===== src/rtl/prog_loader_pkg.sv =====
`default_nettype none
// ============================================================================
//  Module   : prog_loader_pkg
//  Purpose  : Shared constants and state encodings for the serial program
//             loader and its UART receiver.
//  Revision : 1.0  initial release
// ============================================================================
package prog_loader_pkg;

    // First byte of every load frame
    localparam logic [7:0] c_SYNC_BYTE = 8'hA5;

    // Data bits per UART character (8N1)
    localparam int c_UART_DATA_BITS = 8;

    // Loader frame-parser states
    typedef enum logic [1:0] {
        LD_IDLE = 2'd0,
        LD_LEN  = 2'd1,
        LD_DATA = 2'd2,
        LD_CHK  = 2'd3
    } ld_state_e;

    // UART receiver states
    typedef enum logic [1:0] {
        RX_IDLE  = 2'd0,
        RX_START = 2'd1,
        RX_DATA  = 2'd2,
        RX_STOP  = 2'd3
    } rx_state_e;

endpackage
`default_nettype wire


===== src/rtl/prog_loader_uart_rx.sv =====
`default_nettype none
// ============================================================================
//  Module   : prog_loader_uart_rx
//  Purpose  : 8N1 UART receiver, LSB first. Synchronises the serial line,
//             validates the start bit at its centre, samples data at bit
//             centres and checks the stop bit.
//  Revision : 1.0  initial release
// ============================================================================
module prog_loader_uart_rx
    import prog_loader_pkg::*;
#(
    parameter int CLKS_PER_BIT = 16
) (
    input  logic       i_clk,
    input  logic       i_rst,
    input  logic       i_rx,
    output logic [7:0] o_byte,
    output logic       o_byte_valid,
    output logic       o_frame_err
);

    localparam int CNT_W = $clog2(CLKS_PER_BIT);
    localparam logic [CNT_W-1:0] c_HALF_M1 = CNT_W'(CLKS_PER_BIT / 2 - 1);
    localparam logic [CNT_W-1:0] c_FULL_M1 = CNT_W'(CLKS_PER_BIT - 1);
    localparam logic [2:0]       c_LAST_BIT = 3'(c_UART_DATA_BITS - 1);

    logic             rx_meta_q, rx_meta_d;
    logic             rx_sync_q, rx_sync_d;
    logic             rx_prev_q, rx_prev_d;
    rx_state_e        state_q, state_d;
    logic [CNT_W-1:0] cnt_q, cnt_d;
    logic [2:0]       bit_q, bit_d;
    logic [7:0]       shift_q, shift_d;
    logic             valid_q, valid_d;
    logic             ferr_q, ferr_d;

    // Next-state logic: synchroniser chain, bit timer and shift register
    always_comb begin
        rx_meta_d = i_rx;
        rx_sync_d = rx_meta_q;
        rx_prev_d = rx_sync_q;
        state_d   = state_q;
        cnt_d     = cnt_q;
        bit_d     = bit_q;
        shift_d   = shift_q;
        valid_d   = 1'b0;
        ferr_d    = 1'b0;
        case (state_q)
            RX_IDLE: begin
                cnt_d = '0;
                // falling edge of the synchronised line starts a character
                if (rx_prev_q && !rx_sync_q) begin
                    state_d = RX_START;
                end
            end
            RX_START: begin
                if (cnt_q == c_HALF_M1) begin
                    cnt_d = '0;
                    bit_d = '0;
                    // a start bit that is high again at its centre was a glitch
                    state_d = rx_sync_q ? RX_IDLE : RX_DATA;
                end else begin
                    cnt_d = cnt_q + CNT_W'(1);
                end
            end
            RX_DATA: begin
                if (cnt_q == c_FULL_M1) begin
                    cnt_d   = '0;
                    shift_d = {rx_sync_q, shift_q[7:1]};
                    if (bit_q == c_LAST_BIT) begin
                        state_d = RX_STOP;
                    end else begin
                        bit_d = bit_q + 3'd1;
                    end
                end else begin
                    cnt_d = cnt_q + CNT_W'(1);
                end
            end
            RX_STOP: begin
                if (cnt_q == c_FULL_M1) begin
                    cnt_d   = '0;
                    state_d = RX_IDLE;
                    valid_d = rx_sync_q;
                    ferr_d  = !rx_sync_q;
                end else begin
                    cnt_d = cnt_q + CNT_W'(1);
                end
            end
            default: state_d = RX_IDLE;
        endcase
    end

    // State registers; the line is assumed idle (high) out of reset
    always_ff @(posedge i_clk or posedge i_rst) begin
        if (i_rst) begin
            rx_meta_q <= 1'b1;
            rx_sync_q <= 1'b1;
            rx_prev_q <= 1'b1;
            state_q   <= RX_IDLE;
            cnt_q     <= '0;
            bit_q     <= '0;
            shift_q   <= '0;
            valid_q   <= 1'b0;
            ferr_q    <= 1'b0;
        end else begin
            rx_meta_q <= rx_meta_d;
            rx_sync_q <= rx_sync_d;
            rx_prev_q <= rx_prev_d;
            state_q   <= state_d;
            cnt_q     <= cnt_d;
            bit_q     <= bit_d;
            shift_q   <= shift_d;
            valid_q   <= valid_d;
            ferr_q    <= ferr_d;
        end
    end

    assign o_byte       = shift_q;
    assign o_byte_valid = valid_q;
    assign o_frame_err  = ferr_q;

endmodule
`default_nettype wire


===== src/rtl/prog_loader.sv =====
`default_nettype none
// ============================================================================
//  Module   : prog_loader
//  Purpose  : Serial program loader. Parses A5/LEN/data/CHK frames from the
//             UART, writes data bytes into program memory from address 0 and
//             releases the CPU from reset after a checksum-verified image.
//  Revision : 1.0  initial release
// ============================================================================
module prog_loader
    import prog_loader_pkg::*;
#(
    parameter int CLKS_PER_BIT = 16,
    parameter int ADDR_W       = 4,
    parameter int TIMEOUT_CLKS = 4096
) (
    input  logic              i_clk,
    input  logic              i_rst,
    input  logic              i_rx,
    output logic              o_wr_en,
    output logic [ADDR_W-1:0] o_wr_addr,
    output logic [7:0]        o_wr_data,
    output logic              o_cpu_hold,
    output logic              o_busy,
    output logic              o_done,
    output logic              o_err
);

    localparam int CNT_W = ADDR_W + 1;
    localparam int TMR_W = $clog2(TIMEOUT_CLKS + 1);
    localparam logic [8:0]       c_MAX_LEN  = 9'(2 ** ADDR_W);
    localparam logic [TMR_W-1:0] c_TMR_LAST = TMR_W'(TIMEOUT_CLKS - 1);

    logic       rx_valid;
    logic       rx_ferr;
    logic [7:0] rx_byte;

    prog_loader_uart_rx #(
        .CLKS_PER_BIT (CLKS_PER_BIT)
    ) u_rx (
        .i_clk        (i_clk),
        .i_rst        (i_rst),
        .i_rx         (i_rx),
        .o_byte       (rx_byte),
        .o_byte_valid (rx_valid),
        .o_frame_err  (rx_ferr)
    );

    ld_state_e         state_q, state_d;
    logic [CNT_W-1:0]  len_q, len_d;
    logic [CNT_W-1:0]  idx_q, idx_d;
    logic [7:0]        sum_q, sum_d;
    logic [TMR_W-1:0]  tmr_q, tmr_d;
    logic              wr_en_q, wr_en_d;
    logic [ADDR_W-1:0] wr_addr_q, wr_addr_d;
    logic [7:0]        wr_data_q, wr_data_d;
    logic              hold_q, hold_d;
    logic              done_q, done_d;
    logic              err_q, err_d;

    logic              len_ok;
    logic [CNT_W-1:0]  idx_inc;
    logic [7:0]        chk_sum;

    assign len_ok  = (rx_byte != 8'h00) && ({1'b0, rx_byte} <= c_MAX_LEN);
    assign idx_inc = idx_q + CNT_W'(1);
    assign chk_sum = sum_q + rx_byte;

    // Frame parser, checksum accumulation and inter-byte timeout
    always_comb begin
        state_d   = state_q;
        len_d     = len_q;
        idx_d     = idx_q;
        sum_d     = sum_q;
        hold_d    = hold_q;
        wr_en_d   = 1'b0;
        wr_addr_d = wr_addr_q;
        wr_data_d = wr_data_q;
        done_d    = 1'b0;
        err_d     = 1'b0;
        // gap timer runs only inside a frame and restarts on every byte
        tmr_d = (state_q == LD_IDLE || rx_valid) ? '0 : tmr_q + TMR_W'(1);
        case (state_q)
            LD_IDLE: begin
                if (rx_valid && rx_byte == c_SYNC_BYTE) begin
                    state_d = LD_LEN;
                    hold_d  = 1'b1;
                end
            end
            LD_LEN: begin
                if (rx_valid) begin
                    if (len_ok) begin
                        len_d   = CNT_W'(rx_byte);
                        idx_d   = '0;
                        sum_d   = '0;
                        state_d = LD_DATA;
                    end else begin
                        err_d   = 1'b1;
                        state_d = LD_IDLE;
                    end
                end
            end
            LD_DATA: begin
                // every byte here is payload, including a stray sync value
                if (rx_valid) begin
                    wr_en_d   = 1'b1;
                    wr_addr_d = idx_q[ADDR_W-1:0];
                    wr_data_d = rx_byte;
                    sum_d     = chk_sum;
                    idx_d     = idx_inc;
                    if (idx_inc == len_q) begin
                        state_d = LD_CHK;
                    end
                end
            end
            LD_CHK: begin
                if (rx_valid) begin
                    if (chk_sum == 8'h00) begin
                        done_d = 1'b1;
                        hold_d = 1'b0;
                    end else begin
                        err_d = 1'b1;
                    end
                    state_d = LD_IDLE;
                end
            end
            default: state_d = LD_IDLE;
        endcase
        // abort on a broken character or a stalled sender; already written
        // bytes stay in memory and the CPU stays held
        if (state_q != LD_IDLE && !rx_valid && (rx_ferr || tmr_q == c_TMR_LAST)) begin
            err_d   = 1'b1;
            state_d = LD_IDLE;
        end
    end

    // Loader registers, all outputs registered
    always_ff @(posedge i_clk or posedge i_rst) begin
        if (i_rst) begin
            state_q   <= LD_IDLE;
            len_q     <= '0;
            idx_q     <= '0;
            sum_q     <= '0;
            tmr_q     <= '0;
            wr_en_q   <= 1'b0;
            wr_addr_q <= '0;
            wr_data_q <= '0;
            hold_q    <= 1'b1;
            done_q    <= 1'b0;
            err_q     <= 1'b0;
        end else begin
            state_q   <= state_d;
            len_q     <= len_d;
            idx_q     <= idx_d;
            sum_q     <= sum_d;
            tmr_q     <= tmr_d;
            wr_en_q   <= wr_en_d;
            wr_addr_q <= wr_addr_d;
            wr_data_q <= wr_data_d;
            hold_q    <= hold_d;
            done_q    <= done_d;
            err_q     <= err_d;
        end
    end

    assign o_wr_en    = wr_en_q;
    assign o_wr_addr  = wr_addr_q;
    assign o_wr_data  = wr_data_q;
    assign o_cpu_hold = hold_q;
    assign o_busy     = (state_q != LD_IDLE);
    assign o_done     = done_q;
    assign o_err      = err_q;

endmodule
`default_nettype wire


===== config.mk =====
export PLATFORM = sky130hd
export DESIGN_NAME = prog_loader
export DESIGN_NICKNAME = d
export VERILOG_FILES = /design/src/rtl/prog_loader_pkg.sv /design/src/rtl/prog_loader_uart_rx.sv /design/src/rtl/prog_loader.sv
export SDC_FILE = /design/constraint.sdc
export NUM_CORES = 1
export LEC_CHECK = 0
export CAP_MARGIN = 20
export CORE_UTILIZATION = 53
export DETAILED_ROUTE_END_ITERATION = 12
export PLACE_DENSITY = 0.75
export SLEW_MARGIN = 0
export SYNTH_ARGS = -nofsm -noshare
export SYNTH_HDL_FRONTEND = slang
export SYNTH_SLANG_ARGS = --single-unit

===== constraint.sdc =====
create_clock -name i_clk -period 2.2 [get_ports i_clk]
set_input_delay 0.44 -clock i_clk [delete_from_list [all_inputs] [get_ports i_clk]]
set_output_delay 0.44 -clock i_clk [all_outputs]
set_load 0.01 [all_outputs]

; ---- Yosys cells after proc, flatten, opt, wreduce, memory -nomap -nowiden
; Cells that the tools add are included.
[classes]
n_mux = 50
add_sub_neg = 5
eq_ne = 29
order_cmp = 1
n_reduce_logical = 26
[op_table]
columns = operator, n
row1 = two-way mux 2 bit, 13
row2 = two-way mux 8 bit, 3
row3 = inequality test 2 x 1 -> 1 bit (second input constant), 9
row4 = two-way mux 1 bit, 17
row5 = one-hot mux 2 bit (4 select lines), 2
row6 = one-hot mux 8 bit (2 select lines), 1
row7 = two-way mux 5 bit, 3
row8 = adder 13 x 1 -> 13 bit (second input constant), 1
row9 = == test 13 x 12 -> 1 bit (second input constant), 1
row10 = two-way mux 13 bit, 1
row11 = one-hot mux 4 bit (3 select lines), 1
row12 = AND reduction 4 bit, 3
row13 = one-hot mux 5 bit (2 select lines), 1
row14 = AND reduction 5 bit, 2
row15 = two-way mux 3 bit, 3
row16 = inequality test 3 x 2 -> 1 bit (second input constant), 3
row17 = adder 8 bit, 1
row18 = == test 2 bit (second input constant), 4
row19 = == test 8 bit (second input constant), 1
row20 = less-or-equal comparator 8 x 5 -> 1 bit (second input constant), 1
row21 = zero test 8 bit, 1
row22 = two-way mux 4 bit, 2
row23 = nonzero test 2 bit, 4
row24 = nonzero test 8 bit, 1
row25 = 20 further kinds, 32
[totals]
reg_bits = 71
input_bits = 3
wordCells = 131
output_inout_bits = 17

; ---- Logic depth before layout (Yosys ltp)
[logic_depth]
depth_word = 6
mapped_depth = 7
depth_no_buf = 7

; ---- Hierarchy
; A second synthesis with hierarchy kept.
[hier_totals]
hier_cells = 355
hier_area_um2 = 3549.7
[modules_own_cells]
columns = mod, area_each_um2, seq_area_each_um2, instances, cells_each
row1 = prog_loader, 2547.4, 1227.4, 1, 276
row2 = prog_loader_uart_rx, 1002.2, 554.3, 1, 79

; ---- Least setup slack after synthesis
; OpenSTA, ideal clock, no wires.
[synth_timing]
kind = reg2reg
startpoint = register u_rx.shift_q[0] (netlist: u_rx.o_byte[0])
endpoint = register done_q (netlist: o_done)
setup_time_ns = 0.067
n_path_buf = 0
path_slack_ns = 0.061
synth_period_minus_slack_ns = 2.139
required_time_ns = 2.133
stages_incl_launch_ff = 8
arrival_time_ns = 2.071
path_cell_list = dfrtp_1 ha_1 fa_1 a211oi_2 o21ba_2 o211ai_1 nor4b_2 and3_1
[synth_between]
elab_chain_cells = 5
[synth_lines]
columns = element, line_no
row1 = "start, declared", prog_loader_uart_rx.sv:33  ; logic [7:0] shift_q, shift_d;
row2 = "start signal, assigned", prog_loader_uart_rx.sv:112  ; shift_q <= shift_d;
row3 = adder 8 bit, prog_loader.sv:66  ; assign chk_sum = sum_q + rx_byte;
row4 = zero test 8 bit, prog_loader.sv:117  ; if (chk_sum == 8'h00) begin
row5 = two-way mux 1 bit, prog_loader.sv:117
row6 = two-way mux 1 bit, prog_loader.sv:116  ; if (rx_valid) begin
row7 = two-way mux 1 bit, prog_loader.sv:82  ; case (state_q)
row8 = via done_d, prog_loader.sv:57  ; logic done_q, done_d;
row9 = "end signal, assigned", prog_loader.sv:160  ; done_q <= done_d;
row10 = "end, declared", prog_loader.sv:57
; The timed path passes the listed nets, and every way through them passes these cells.
; A chain may end at the register's enable or synchronous reset.

; ---- Worst setup path in the final report
[layout_timing]
startpoint = register sum_q[0]
endpoint = register done_q (netlist: o_done)
[layout_between]
elab_chain_cells = 5
[layout_lines]
columns = element, line_no
row1 = "start, declared", prog_loader.sv:51  ; logic [7:0] sum_q, sum_d;
row2 = "start signal, assigned", prog_loader.sv:154  ; sum_q <= sum_d;
row3 = adder 8 bit, prog_loader.sv:66
row4 = zero test 8 bit, prog_loader.sv:117
row5 = two-way mux 1 bit, prog_loader.sv:117
row6 = two-way mux 1 bit, prog_loader.sv:116
row7 = two-way mux 1 bit, prog_loader.sv:82
row8 = via done_d, prog_loader.sv:57
; The timed path passes the listed nets, and every way through them passes these cells.

==> results_dict.tcl <==
set metrics [dict create \
    drive_gt1_share_pct 18.73 \
    worstPathRequired_ns 2.48 \
    grt_pass1_wl_mm 11.50 \
    grt_util_met3_pct 4.835 \
    htreeDepth 3 \
    nets 374 \
    slowest_stage "fa_2" \
    final_cell_mix "67 x dfrtp_1, 46 x nand2_1, 28 x nor2_1, 19 x clkdlybuf4s50_1, 17 x buf_4" \
    worst_slack_ns -0.008718 \
    die_area_mm2 0.006814 \
    grt.busiest_layer "met2" \
    synth_area_per_cell_um2 10.71 \
    endpoint_kind "register" \
    arrival_ns 2.49 \
    status "complete, but fails checks" \
    fin_crit_ns 2.209 \
    gp_congestion 0.8543 \
    start_kind "register" \
    final_common_cell "dfrtp_1" \
    wire_per_inst_um 15.52 \
    drtAntennaViolNets 0 \
    ctsHoldBuffers 0 \
    vias_per_cell 5.692 \
    crit_family "simple AND/OR/NAND/NOR gates" \
    n_fill_cell 501 \
    netlist_area_mm2 0.003438 \
    clock_skew_ns 0.01327 \
    hp-class "reg -> reg" \
    power_density_mw_per_mm2 680.7 \
    hpwl_mm 4.513 \
    drc 0 \
    cts_root_buffer "clkbuf_8" \
    start_util_pct 56.40 \
    grt_max_degree 72 \
    synth.distinct_cells 48 \
    clkSinkCount 71 \
    relSlewSlack_pct 71.26 \
    dr_total_vias 2493 \
    p_leak_uw 0.001882 \
    first_pass_iters 4 \
    fin_crit_sh_pct 100.4 \
    numPortBuffers 19 \
    die_y_um 82.55 \
    met1_usage_pct 31.45 \
    critPathMaxFanout 3 \
    crit_chain "ha_2 -> fa_2 -> nor4bb_2 -> o211ai_1 -> nor4b_4 -> and3_1" \
    vdd_drop_max_uv 732.7 \
    grt_use_met2_pct 35.29 \
    grt_pass1_vias 2427 \
    rows 28 \
    drtIter0Drc 152 \
    yosys_warnings 0 \
    critPathBufInv 0 \
    dp_cells 420 \
    finalSetupViolations 1 \
    numCtsBuffers 9 \
    core_area_mm2 0.006096 \
    syn-num-nets 337 \
    die_w_um 82.55 \
    worstSetupPathType "reg -> reg" \
    clock_path_buffers 2 \
    antenna_found_initial 0 \
    ios 20 \
    cts_tree "built" \
    n_antenna_cell 0 \
    drt_wl_total_mm 6.796 \
    ys_ff_latch 71 \
    synthCells 321 \
    violations "setup timing" \
    clk_latency_ns 0.35 \
    drv_cap 0 \
    finalHoldViolations 0 \
    slowest_delay_ns 0.44 \
    grt_overflow 0 \
    layout.cells.non_filler 438 \
    clk_pin_slew_ns 0.07 \
    max_freq_ghz 0.4528 \
    post-route-util_pct 66.26 \
    drv_slew 0 \
    seq_area_frac_synth_pct 51.82 \
    area_growth_pct 17.47 \
    track_usage_pct 23.20 \
    tightest_slew_ns 0.4271 \
]
==> per-layer routing <==
layer | vias up | share of wire, %
met5 | - | 0
met3 | 14 | 2.8
met2 | 39 | 46
li1 | 1207 | -
met4 | 0 | 2.5
met1 | 1233 | 49
==> registers in the layout (all words and copies together) (netlist names), 2 cells and up, named ones only <==
name and count:
idx_q 5, len_q 5, o_wr_addr 4, o_wr_data 8, state_q 2, sum_q 8
tmr_q 13, u_rx.bit_q 3, u_rx.cnt_q 4, u_rx.o_byte 8
==> through the flow <==
stage	setup TNS, ns	hold WS, ns	setup WS (ns)	power, uW	cell area (um^2)
floorplan	0	0.3452	0.06113	1692	3442
global placement	0	0.3457	0.07579	1738	3805
detailed placement	-0.04769	0.3523	-0.03254	1747	3805
CTS	0	0.3621	0.01185	2770	4010
global route	-0.2223	0.3640	-0.08596	2875	4039
finish	-0.008718	0.3593	-0.008718	2749	4039
==> repair_timing <==
| action | CTS | global route |
|---|---|---|
| setup endpoints to repair | 3 | 4 |
| gates resized for setup | 2 | 3 |
| setup buffers | 1 | 1 |
| pin swaps | 4 | 5 |
==> Yosys cell counts, drive strengths merged <==
library cell | count | area [um^2]
a211oi | 2 | 20.02
a21o | 1 | 7.510
a21oi | 10 | 50.05
a221oi | 1 | 8.760
a22o | 12 | 113.9
a311oi | 1 | 8.760
a31oi | 8 | 50.05
and2 | 3 | 18.77
and3 | 6 | 37.54
and3b | 1 | 8.760
buf | 5 | 31.28
clkbuf | 6 | 22.52
dfrtp | 67 | 1677
dfstp | 4 | 105.1
fa | 1 | 20.02
ha | 12 | 150.1
inv | 8 | 30.03
mux2 | 15 | 168.9
nand2 | 46 | 172.7
nand2b | 2 | 12.51
nand3 | 9 | 45.04
nand4 | 5 | 31.28
nor2 | 28 | 105.1
nor2b | 3 | 18.77
nor3 | 4 | 20.02
nor3b | 4 | 30.03
nor4 | 3 | 18.77
nor4b | 2 | 30.03
nor4bb | 2 | 20.02
o2111ai | 3 | 26.28
o211ai | 1 | 7.510
o21a | 1 | 7.510
o21ai | 10 | 61.31
o21ba | 2 | 20.02
o2bb2ai | 3 | 26.28
or2 | 1 | 6.260
or3 | 2 | 12.51
or4 | 1 | 7.510
or4b | 2 | 20.02
xnor2 | 16 | 140.1
xor2 | 8 | 70.07
==> where the power goes <==
group | internal (uW) | leakage, uW | total [uW] | switching, uW
Combinational | 130 | 0.000820 | 245 | 115
Clock | 557 | 0.0000976 | 1030 | 470
Sequential | 1370 | 0.000965 | 1480 | 107
==> layout make-up <==
type	instances	area [um^2]	share of cell area, %
flip-flops and latches	71	1782	44.11
clock inverters	3	43.79	1.084
well taps	75	93.84	2.323
repair buffers	37	337.8	8.364
clock buffers	13	148.9	3.687
multi-input cells	231	1599	39.59
inverters	8	33.78	0.8364
==> cells by family after synthesis <==
logic type               synth area share (%)
multiplexers                            4.913
XOR/XNOR                                6.113
AO/OA/AOI/OAI                           11.86
AND/OR/NAND/NOR                         17.90
adder cells (fa/ha/maj)                 4.949
buffers and inverters                   2.438
flip-flops                              51.82
==> final timing paths <==
kind / startpoint / end / cells after the start / slack (ns)
max: sum_q[0] / o_done / 6 / -0.009
min: u_rx.rx_meta_q / u_rx.rx_prev_d / 0 / 0.36
max reg2reg: sum_q[0] / o_done / 6 / -0.009
min reg2reg: u_rx.rx_meta_q / u_rx.rx_prev_d / 0 / 0.36
max in group asynchronous: i_rst / o_cpu_hold / 3 / 1.32
min in group asynchronous: i_rst / o_wr_data[7] / 3 / 0.52
Power figures use the tool's default switching activity.
